<file path="config.mk">
export PLATFORM = sky130hd
export DESIGN_NAME = calc_sequencer
export DESIGN_NICKNAME = d
export VERILOG_FILES = /design/src/rtl/calc_pkg.sv /design/src/rtl/calc_sequencer_bcd_entry_reg.sv /design/src/rtl/calc_sequencer.sv
export SDC_FILE = /design/constraint.sdc
export NUM_CORES = 1
export LEC_CHECK = 0
export CAP_MARGIN = 30
export CORE_MARGIN = 1.5
export CORE_UTILIZATION = 48
export DETAILED_ROUTE_END_ITERATION = 10
export PLACE_DENSITY = 0.79
export SLEW_MARGIN = 20
export SYNTH_ARGS = -nofsm -noshare
export SYNTH_HDL_FRONTEND = slang
export SYNTH_SLANG_ARGS = --single-unit
</file>
<file path="constraint.sdc">
create_clock -name clk -period 2.9 [get_ports clk]
set_clock_uncertainty 0.15 [all_clocks]
set_input_delay 0.58 -clock clk [delete_from_list [all_inputs] [get_ports clk]]
set_output_delay 0.58 -clock clk [all_outputs]
set_load 0.03 [all_outputs]
</file>
<file path="src/rtl/calc_pkg.sv">
// Calculator sequencer shared definitions.
//   state_t  : control FSM states
//   DISP_*   : disp_sel source codes
//   OPC_*    : operator key codes
//   *_DEF    : default operand digit count and ALU timeout
package calc_pkg;

   localparam int unsigned NDIG_DEF    = 4;
   localparam int unsigned TIMEOUT_DEF = 31;

   typedef enum logic [1:0] {
      S_OP1  = 2'd0,
      S_OP2  = 2'd1,
      S_EXEC = 2'd2,
      S_RES  = 2'd3
   } state_t;

   localparam logic [1:0] DISP_OP1 = 2'b00;
   localparam logic [1:0] DISP_OPR = 2'b01;
   localparam logic [1:0] DISP_OP2 = 2'b10;
   localparam logic [1:0] DISP_RES = 2'b11;

   localparam logic [1:0] OPC_A = 2'b01;
   localparam logic [1:0] OPC_B = 2'b10;

endpackage

</file>
<file path="src/rtl/calc_sequencer_bcd_entry_reg.sv">
// BCD operand entry register: shift register plus digit counter.
//   clk, reset  : clock, synchronous active-high reset
//   i_clr       : clear value and count (priority over load/shift)
//   i_load      : load i_load_val / i_load_cnt
//   i_shift     : shift i_digit in at the LSD and bump the count
//   o_val/o_cnt : current operand and number of digits entered
// Digit validity and the full-count guard are owned by the caller.
module bcd_entry_reg #(
   parameter int unsigned NDIG = 4
) (
   input  logic                        clk,
   input  logic                        reset,
   input  logic                        i_clr,
   input  logic                        i_load,
   input  logic [4*NDIG-1:0]           i_load_val,
   input  logic [$clog2(NDIG+1)-1:0]   i_load_cnt,
   input  logic                        i_shift,
   input  logic [3:0]                  i_digit,
   output logic [4*NDIG-1:0]           o_val,
   output logic [$clog2(NDIG+1)-1:0]   o_cnt
);

   localparam int unsigned CW = $clog2(NDIG+1);

   logic [4*NDIG-1:0] r_val;
   logic [CW-1:0]     r_cnt;

   always_ff @(posedge clk) begin
      if (reset || i_clr) begin
         r_val <= '0;
         r_cnt <= '0;
      end else if (i_load) begin
         r_val <= i_load_val;
         r_cnt <= i_load_cnt;
      end else if (i_shift) begin
         r_val <= {r_val[4*NDIG-5:0], i_digit};
         r_cnt <= r_cnt + CW'(1);
      end
   end

   assign o_val = r_val;
   assign o_cnt = r_cnt;

endmodule

</file>
<file path="src/rtl/calc_sequencer.sv">
// Calculator key sequencer: collects two BCD operands and an operator,
// launches the ALU, waits (bounded) for its result and drives the display
// source select.
//   clk, reset            : clock, synchronous active-high reset
//   num/digit             : digit key strobe and BCD digit
//   op/operator           : operator key strobe and code
//   c, equ                : clear and equals strobes
//   alu_done/res/neg      : ALU result handshake
//   op1, op2, op_sel      : operands and operator to the ALU
//   alu_start             : one-cycle ALU launch pulse
//   result, neg           : latched ALU result and sign
//   disp_sel, busy, err   : display source, executing flag, sticky timeout
module calc_sequencer
   import calc_pkg::*;
#(
   parameter int unsigned NDIG    = NDIG_DEF,
   parameter int unsigned TIMEOUT = TIMEOUT_DEF
) (
   input  logic                clk,
   input  logic                reset,
   input  logic                num,
   input  logic [3:0]          digit,
   input  logic                op,
   input  logic [1:0]          operator,
   input  logic                c,
   input  logic                equ,
   input  logic                alu_done,
   input  logic [4*NDIG-1:0]   alu_res,
   input  logic                alu_neg,
   output logic [4*NDIG-1:0]   op1,
   output logic [4*NDIG-1:0]   op2,
   output logic [1:0]          op_sel,
   output logic                alu_start,
   output logic [4*NDIG-1:0]   result,
   output logic                neg,
   output logic [1:0]          disp_sel,
   output logic                busy,
   output logic                err
);

   localparam int unsigned WOP = 4*NDIG;
   localparam int unsigned CW  = $clog2(NDIG+1);
   localparam int unsigned TW  = $clog2(TIMEOUT+1);
   localparam logic [CW-1:0] CNT_MAX = CW'(NDIG);
   localparam logic [TW-1:0] TMO_MAX = TW'(TIMEOUT);

   state_t           r_state, w_state_nxt;
   logic [1:0]       r_op_sel, r_disp, w_disp_nxt;
   logic [WOP-1:0]   r_result;
   logic             r_neg, r_err, r_alu_start;
   logic [TW-1:0]    r_tmo;

   logic [CW-1:0]    w_cnt1, w_cnt2;
   logic             w_dig_ok, w_clr_all, w_clr2, w_ld1, w_sh1, w_sh2;
   logic             w_opsel_ld, w_start, w_cap, w_tmo_fire, w_op2_nz_nxt;
   logic [WOP-1:0]   w_ld1_val;
   logic [CW-1:0]    w_ld1_cnt;

   bcd_entry_reg #(.NDIG(NDIG)) u_op1 (
      .clk(clk), .reset(reset), .i_clr(w_clr_all), .i_load(w_ld1),
      .i_load_val(w_ld1_val), .i_load_cnt(w_ld1_cnt), .i_shift(w_sh1),
      .i_digit(digit), .o_val(op1), .o_cnt(w_cnt1)
   );

   bcd_entry_reg #(.NDIG(NDIG)) u_op2 (
      .clk(clk), .reset(reset), .i_clr(w_clr_all | w_clr2), .i_load(1'b0),
      .i_load_val('0), .i_load_cnt('0), .i_shift(w_sh2),
      .i_digit(digit), .o_val(op2), .o_cnt(w_cnt2)
   );

   always_ff @(posedge clk) begin
      if (reset) r_state <= S_OP1;
      else       r_state <= w_state_nxt;
   end

   // Strict key priority c > equ > op > num: a higher strobe that is
   // ignored in the current state still swallows the lower ones.
   always_comb begin
      w_state_nxt = r_state;
      w_clr_all   = 1'b0;
      w_clr2      = 1'b0;
      w_ld1       = 1'b0;
      w_ld1_val   = '0;
      w_ld1_cnt   = '0;
      w_sh1       = 1'b0;
      w_sh2       = 1'b0;
      w_opsel_ld  = 1'b0;
      w_start     = 1'b0;
      w_cap       = 1'b0;
      w_tmo_fire  = 1'b0;
      w_dig_ok    = num && (digit <= 4'd9);
      if (c) begin
         w_clr_all   = 1'b1;
         w_state_nxt = S_OP1;
      end else begin
         case (r_state)
            S_OP1: begin
               if (equ) begin
               end else if (op) begin
                  w_opsel_ld  = 1'b1;
                  w_clr2      = 1'b1;
                  w_state_nxt = S_OP2;
               end else if (w_dig_ok) begin
                  w_sh1 = (w_cnt1 != CNT_MAX);
               end
            end
            S_OP2: begin
               if (equ) begin
                  if (w_cnt2 != '0) begin
                     w_start     = 1'b1;
                     w_state_nxt = S_EXEC;
                  end
               end else if (op) begin
                  w_opsel_ld = (w_cnt2 == '0);
               end else if (w_dig_ok) begin
                  w_sh2 = (w_cnt2 != CNT_MAX);
               end
            end
            S_EXEC: begin
               if (alu_done) begin
                  w_cap       = 1'b1;
                  w_state_nxt = S_RES;
               end else if (r_tmo == TMO_MAX) begin
                  w_tmo_fire  = 1'b1;
                  w_state_nxt = S_RES;
               end
            end
            S_RES: begin
               if (equ) begin
               end else if (op) begin
                  // chain: previous result becomes the first operand
                  w_opsel_ld  = 1'b1;
                  w_ld1       = 1'b1;
                  w_ld1_val   = r_result;
                  w_ld1_cnt   = CNT_MAX;
                  w_clr2      = 1'b1;
                  w_state_nxt = S_OP2;
               end else if (w_dig_ok) begin
                  w_ld1       = 1'b1;
                  w_ld1_val   = WOP'(digit);
                  w_ld1_cnt   = CW'(1);
                  w_clr2      = 1'b1;
                  w_state_nxt = S_OP1;
               end
            end
            default: w_state_nxt = S_OP1;
         endcase
      end
      // disp_sel is decoded from the next state so the register tracks
      // the state it is registered alongside.
      w_op2_nz_nxt = ((w_cnt2 != '0) && !w_clr2) || w_sh2;
      case (w_state_nxt)
         S_OP1:   w_disp_nxt = DISP_OP1;
         S_OP2:   w_disp_nxt = w_op2_nz_nxt ? DISP_OP2 : DISP_OPR;
         S_EXEC:  w_disp_nxt = DISP_OP2;
         default: w_disp_nxt = DISP_RES;
      endcase
   end

   always_ff @(posedge clk) begin
      if (reset) begin
         r_op_sel    <= '0;
         r_result    <= '0;
         r_neg       <= 1'b0;
         r_err       <= 1'b0;
         r_alu_start <= 1'b0;
         r_disp      <= DISP_OP1;
         r_tmo       <= '0;
      end else begin
         r_alu_start <= w_start;
         r_disp      <= w_disp_nxt;
         r_tmo       <= (r_state == S_EXEC && w_state_nxt == S_EXEC) ? r_tmo + TW'(1) : '0;
         if (w_clr_all) begin
            r_op_sel <= '0;
            r_result <= '0;
            r_neg    <= 1'b0;
            r_err    <= 1'b0;
         end else begin
            if (w_opsel_ld) r_op_sel <= operator;
            if (w_cap) begin
               r_result <= alu_res;
               r_neg    <= alu_neg;
            end else if (w_tmo_fire) begin
               r_result <= '0;
               r_neg    <= 1'b0;
               r_err    <= 1'b1;
            end
         end
      end
   end

   assign op_sel    = r_op_sel;
   assign alu_start = r_alu_start;
   assign result    = r_result;
   assign neg       = r_neg;
   assign disp_sel  = r_disp;
   assign busy      = (r_state == S_EXEC);
   assign err       = r_err;

endmodule

</file>
# After elaboration in Yosys (flattened, before gate mapping)
# Cells that the tools add are included.
[totals]
regBits = 68
in_bits = 30
out_inout_bits = 56
word_cells = 110
[op_classes]
n_addsub = 3
magnitude_cmp = 1
n_eq_ne = 8
mux = 63
n_bitwise = 5
reduce_logical = 18
[ops]
columns = ["cell", "n"]
rows = [
  ["$mux W16", 8],
  ["$mux W1", 33],
  ["$mux W2", 11],
  ["$mux W3", 6],
  ["$pmux W2 S4", 1],
  ["$add A3 B1 Y3 const B", 2],
  ["$eq A2 B2 Y1 const B", 3],
  ["$ne A3 B3 Y1 const B", 2],
  ["$pmux W2 S3", 1],
  ["$reduce_or A2 Y1", 3],
  ["$add A5 B1 Y5 const B", 1],
  ["$eq A5 B5 Y1 const B", 1],
  ["$eq A2 B1 Y1 const B", 2],
  ["$le A4 B4 Y1 const B", 1],
  ["$logic_not A2 Y1", 2],
  ["$mux W4", 1],
  ["$not A1 Y1", 4],
  ["$pmux W1 S2", 2],
  ["$reduce_bool A2 Y1", 2],
  ["$reduce_or A4 Y1", 1],
  ["$logic_and A1 B1 Y1", 3],
  ["$logic_not A3 Y1", 1],
  ["$logic_or A1 B1 Y1", 3],
  ["$reduce_bool A3 Y1", 1],
  ["other kinds (3)", 3],
]

# Depth between registers and ports, before layout
[logic_depth]
depth_word = 12
depth_mapped = 8
ltp_nobuf = 7

# Modules after synthesis
# From an unflattened synthesis, not the netlist that was laid out.
[hier_totals]
hier_cells = 349
area_unflattened_um2 = 3623.5
[by_module_without_submodules]
columns = ["module", "instances", "cells_per_inst", "area_per_inst_um2"]
rows = [
  ["bcd_entry_reg", 2, 86, 1037.2],
  ["calc_sequencer", 1, 177, 1549.0],
]

# Worst setup path before layout
# OpenSTA, ideal clock, no wires.
[synth_timing]
path_type = "register to register"
startpoint = "register r_state[0]"
endpoint = "register r_result[5], in the netlist result[5]"
t_arrival_ps = 1856
required_ps = 2685
setup_slack_ps = 829
path_stages_with_launch = 8
n_path_buf = 2
period_less_slack_ps = 2071
cell_sequence = "dfxtp_1 > inv_1 > ha_1 > and3_1 > clkbuf_1 > clkbuf_1 > a22oi_1 > nor2_1"
[synth_via]
elab_chain_len = 4
word_cells_on_any_way = 7
cone_classes = "eq/ne: 1; mux: 5; reduce/logical: 1"
[synth_rtl]
columns = ["item", "line", "source"]
rows = [
  ["start: declaration", "calc_sequencer.sv:47", "state_t r_state, w_state_nxt;"],
  ["start signal: assignment", "calc_sequencer.sv:73", "else r_state <= w_state_nxt;"],
  ["$eq A2 B2 Y1 *", "-", ""],
  ["net busy", "calc_sequencer.sv:37", "output logic busy,"],
  ["$mux W1", "calc_sequencer.sv:96", "case (r_state)"],
  ["$mux W1", "calc_sequencer.sv:92", "if (c) begin"],
  ["$mux W16 or $reduce_bool A2 Y1 (tied branches)", "-", ""],
  ["end signal: assignment", "calc_sequencer.sv:181", "r_result <= alu_res;"],
  ["end: declaration", "calc_sequencer.sv:49", "logic [WOP-1:0] r_result;"],
]
# Mark *: on every way through the listed nets, which the timed path passes. The rest lies on a longest branch.
# A chain may end at the register's enable or synchronous reset.

# Worst setup path after layout
[layout_timing]
startpoint = "register r_state[0]"
endpoint = "output busy"
[layout_via]
elab_chain_len = 1
[layout_rtl]
columns = ["item", "line", "source"]
rows = [
  ["$eq A2 B2 Y1", "calc_sequencer.sv:197", "assign busy = (r_state == S_EXEC);"],
  ["end: declaration", "calc_sequencer.sv:37", ""],
]
# No other way between the ends.

==> results.toml <==
[status]
outcome = "finished clean"

[critical_path]
cp-start-kind = "flip-flop"
slowest_delay_ns = 0.74
critPathSlowestCell = "clkdlybuf4s50_1"
setup.worst_path.end_class = "output pin"
cp_top_family = "buffers and inverters"
path_buf_inv = 2
cp.required_ns = 2.17
critPathArrivalTime_ns = 1.98
critPathKind = "flip-flop to output pin"
cp_max_fo = 8
worstPathCellList = "inv_1, ha_1, clkdlybuf4s50_1"

[clocking]
postCtsResizedCells = 0
clk_latency_ns = 0.34
clk_pin_slew_worst_paths_ns = 0.07
post_cts_buffers = 0
cts_tree = "yes"
ctsHtreeMaxLevel = 3
cts_buffers = 9
hold_buffers = 0
cts.path.max_buffers = 2
cts.sinks = 68
root_buffer = "clkbuf_8"

[yosys]
yosys_warnings = 0
synth_area_per_cell_um2 = 9.78
synth_cells = 314
ys.flop_type = "dfxtp_1"
synthArstFlopShare_pct = 0
synth.area.top_cells = "dfxtp_1 44%, mux2i_1 7.8%, a22oi_1 7.1%, ha_1 4.5%, nor3_1 3.7%"
synth.cell_area_mm2 = 0.00307
synth_nets = 355
synth.most_common_cell = "dfxtp_1"
ys_top_cells_by_count = "68 x dfxtp_1, 29 x a22oi_1, 26 x nor2_1"
ys_ff_latch = 68
synth_cell_types = 52
synth_edf_count = 0
ys_seq_area_share_pct = 44.3
netlist.area_leader.share_pct = 44.3
synth_area_leader_cell = "dfxtp_1"

[timing]
finalCritPeriodShare_pct = 93.4
setup_viol = 0
slew_viol_final = 0
min_period_ns = 2.71
fmax_mhz = 369
finalHoldViolCount = 0
slew-limit-headroom_pct = 56.1
tns_ns = 0
rsz0062_at_grt = "no"
worst_pin_slew_ns = 0.657

[final_layout]
seq_area_mm2 = 0.00136
multi_input_area_mm2 = 0.00157
area_growth_pct = 36.6
final_nets = 440
nFillCells = 460
n_antenna_cell = 0
drive_above_1_share_pct = 11.4

[grt]
gr-usage-all-layers_pct = 22.5
grt-ovfl-total = 0
grt_pass1_vias = 2560
grt_max_degree = 50
grt_pass1_wl_um = 12600
antenna_found_initial = 0

[die]
row_count = 28
initial_utilization_pct = 50.7
die-area_mm2 = 0.00689
fp.dieH_um = 83.0
io_pins = 86
fp.dieW_um = 83.0
core_region_area_mm2 = 0.00606

[drt]
ant_nets = 0
wire_per_inst_um = 16.1
via_per_inst = 5.73
first_pass_iters = 5
drt_iter0_markers = 144
drc = 0
drt_wl_total_um = 7730
num_vias = 2745

[power_and_ir_drop]
finalPower_w = 0.00189
p_per_area_mw_per_mm2 = 451
p_seq_share_pct = 49.9
swShare_pct = 25.1
ir_worst_vdd_mv = 0.311
power.internal_w = 0.00142
power.switching_w = 0.000476
leakage_nw = 1.60
pwr-share-clk_pct = 41.3
pwr-share-comb_pct = 8.8

[worst_hold_path]
hp-class = "flip-flop to flip-flop"

[placed_design]
gp_congestion = 0.885
dp_hpwl_um = 5440
port_buffers = 85

[run]
maxCapViolCount = 0
[per-stage QoR]
step / setup WS, ns / cell area (µm²) / util [%] / instances / hold slack [ns]
finish: 0.192 / 4200 / 69.2 / 479 / 0.315
global route: 0.126 / 4200 / 69.2 / 479 / 0.348
CTS: 0.195 / 4200 / 69.2 / 479 / 0.310
detailed placement: 0.222 / 4000 / 65.9 / 463 / 0.299
global placement: 0.262 / 4000 / 65.9 / 463 / 0.294
floorplan: 0.829 / 3070 / - / 314 / 0.279
[cell families (layout without fill, tap and decap cells)]
kind of cell | Yosys count | after routing | share of synthesized area [%]
mux | 24 | 24 | 7.82
buf+inv | 33 | 123 | 4.65
flops | 68 | 68 | 44.3
compound gates | 87 | 87 | 21.8
fa+ha+maj | 11 | 11 | 4.48
simple gates | 87 | 87 | 15.8
xor+xnor | 4 | 4 | 1.14
[layout make-up]
cell class | instances | area share [%]
inverters | 11 | 0.984
well taps | 75 | 2.24
flip-flops and latches | 68 | 32.4
repair buffers | 96 | 22.2
multi-input cells | 213 | 37.3
clock inverters | 7 | 1.79
clock buffers | 9 | 2.95
[power groups by stage]
stage / sequential (W) / clock (W) / combinational, W
global placement: 0.000967 / 0 / 0.000163
finish: 0.000945 / 0.000782 / 0.000167
CTS: 0.000945 / 0.000797 / 0.000166
detailed placement: 0.000967 / 0 / 0.000165
global route: 0.000946 / 0.000839 / 0.000179
floorplan: 0.000977 / 0 / 0.0000757
[layer usage]
metal	track usage [%]	up-vias	routed length, µm
li1	-	1333	-
met1	30.3	1300	3570
met3	3.98	11	397
met4	10.3	0	135
met5	0	-	0
met2	35.0	101	3630
[layout by cell type (no fill, tap or decap), types with 3 or more instances in the layout]
cell,Yosys,final
clkdlybuf4s50_1,0,85
nand3b_1,3,3
a21oi_1,15,15
nand2_1,6,6
buf_4,3,11
a211oi_1,8,8
nor3_1,23,23
nor2_1,26,26
nand2b_1,4,4
mux2i_1,24,24
clkinvlp_4,0,3
xnor2_1,3,3
dfxtp_1,68,68
ha_1,11,11
o31ai_1,13,13
or2_1,3,3
nor4_1,3,3
inv_1,8,8
and3_1,3,3
a22oi_1,29,29
clkbuf_8,0,9
[final timing paths]
path,cells past startpoint,startpoint,slack [ns],endpoint
max,3,r_state[0],0.19,busy
min reg2reg,1,r_tmo[0],0.31,r_tmo[0]
max reg2reg,7,r_tmo[0],0.54,r_tmo[2]
min,1,r_tmo[0],0.31,r_tmo[0]
[registers in the layout (all words and copies together), names as in the netlist]
register     flops
u_op2.o_cnt      3
r_state          2
neg              1
err              1
disp_sel         2
u_op2.o_val     16
alu_start        1
op_sel           2
u_op1.o_val     16
u_op1.o_cnt      3
result          16
r_tmo            5
(Power assumes the default switching activity.)
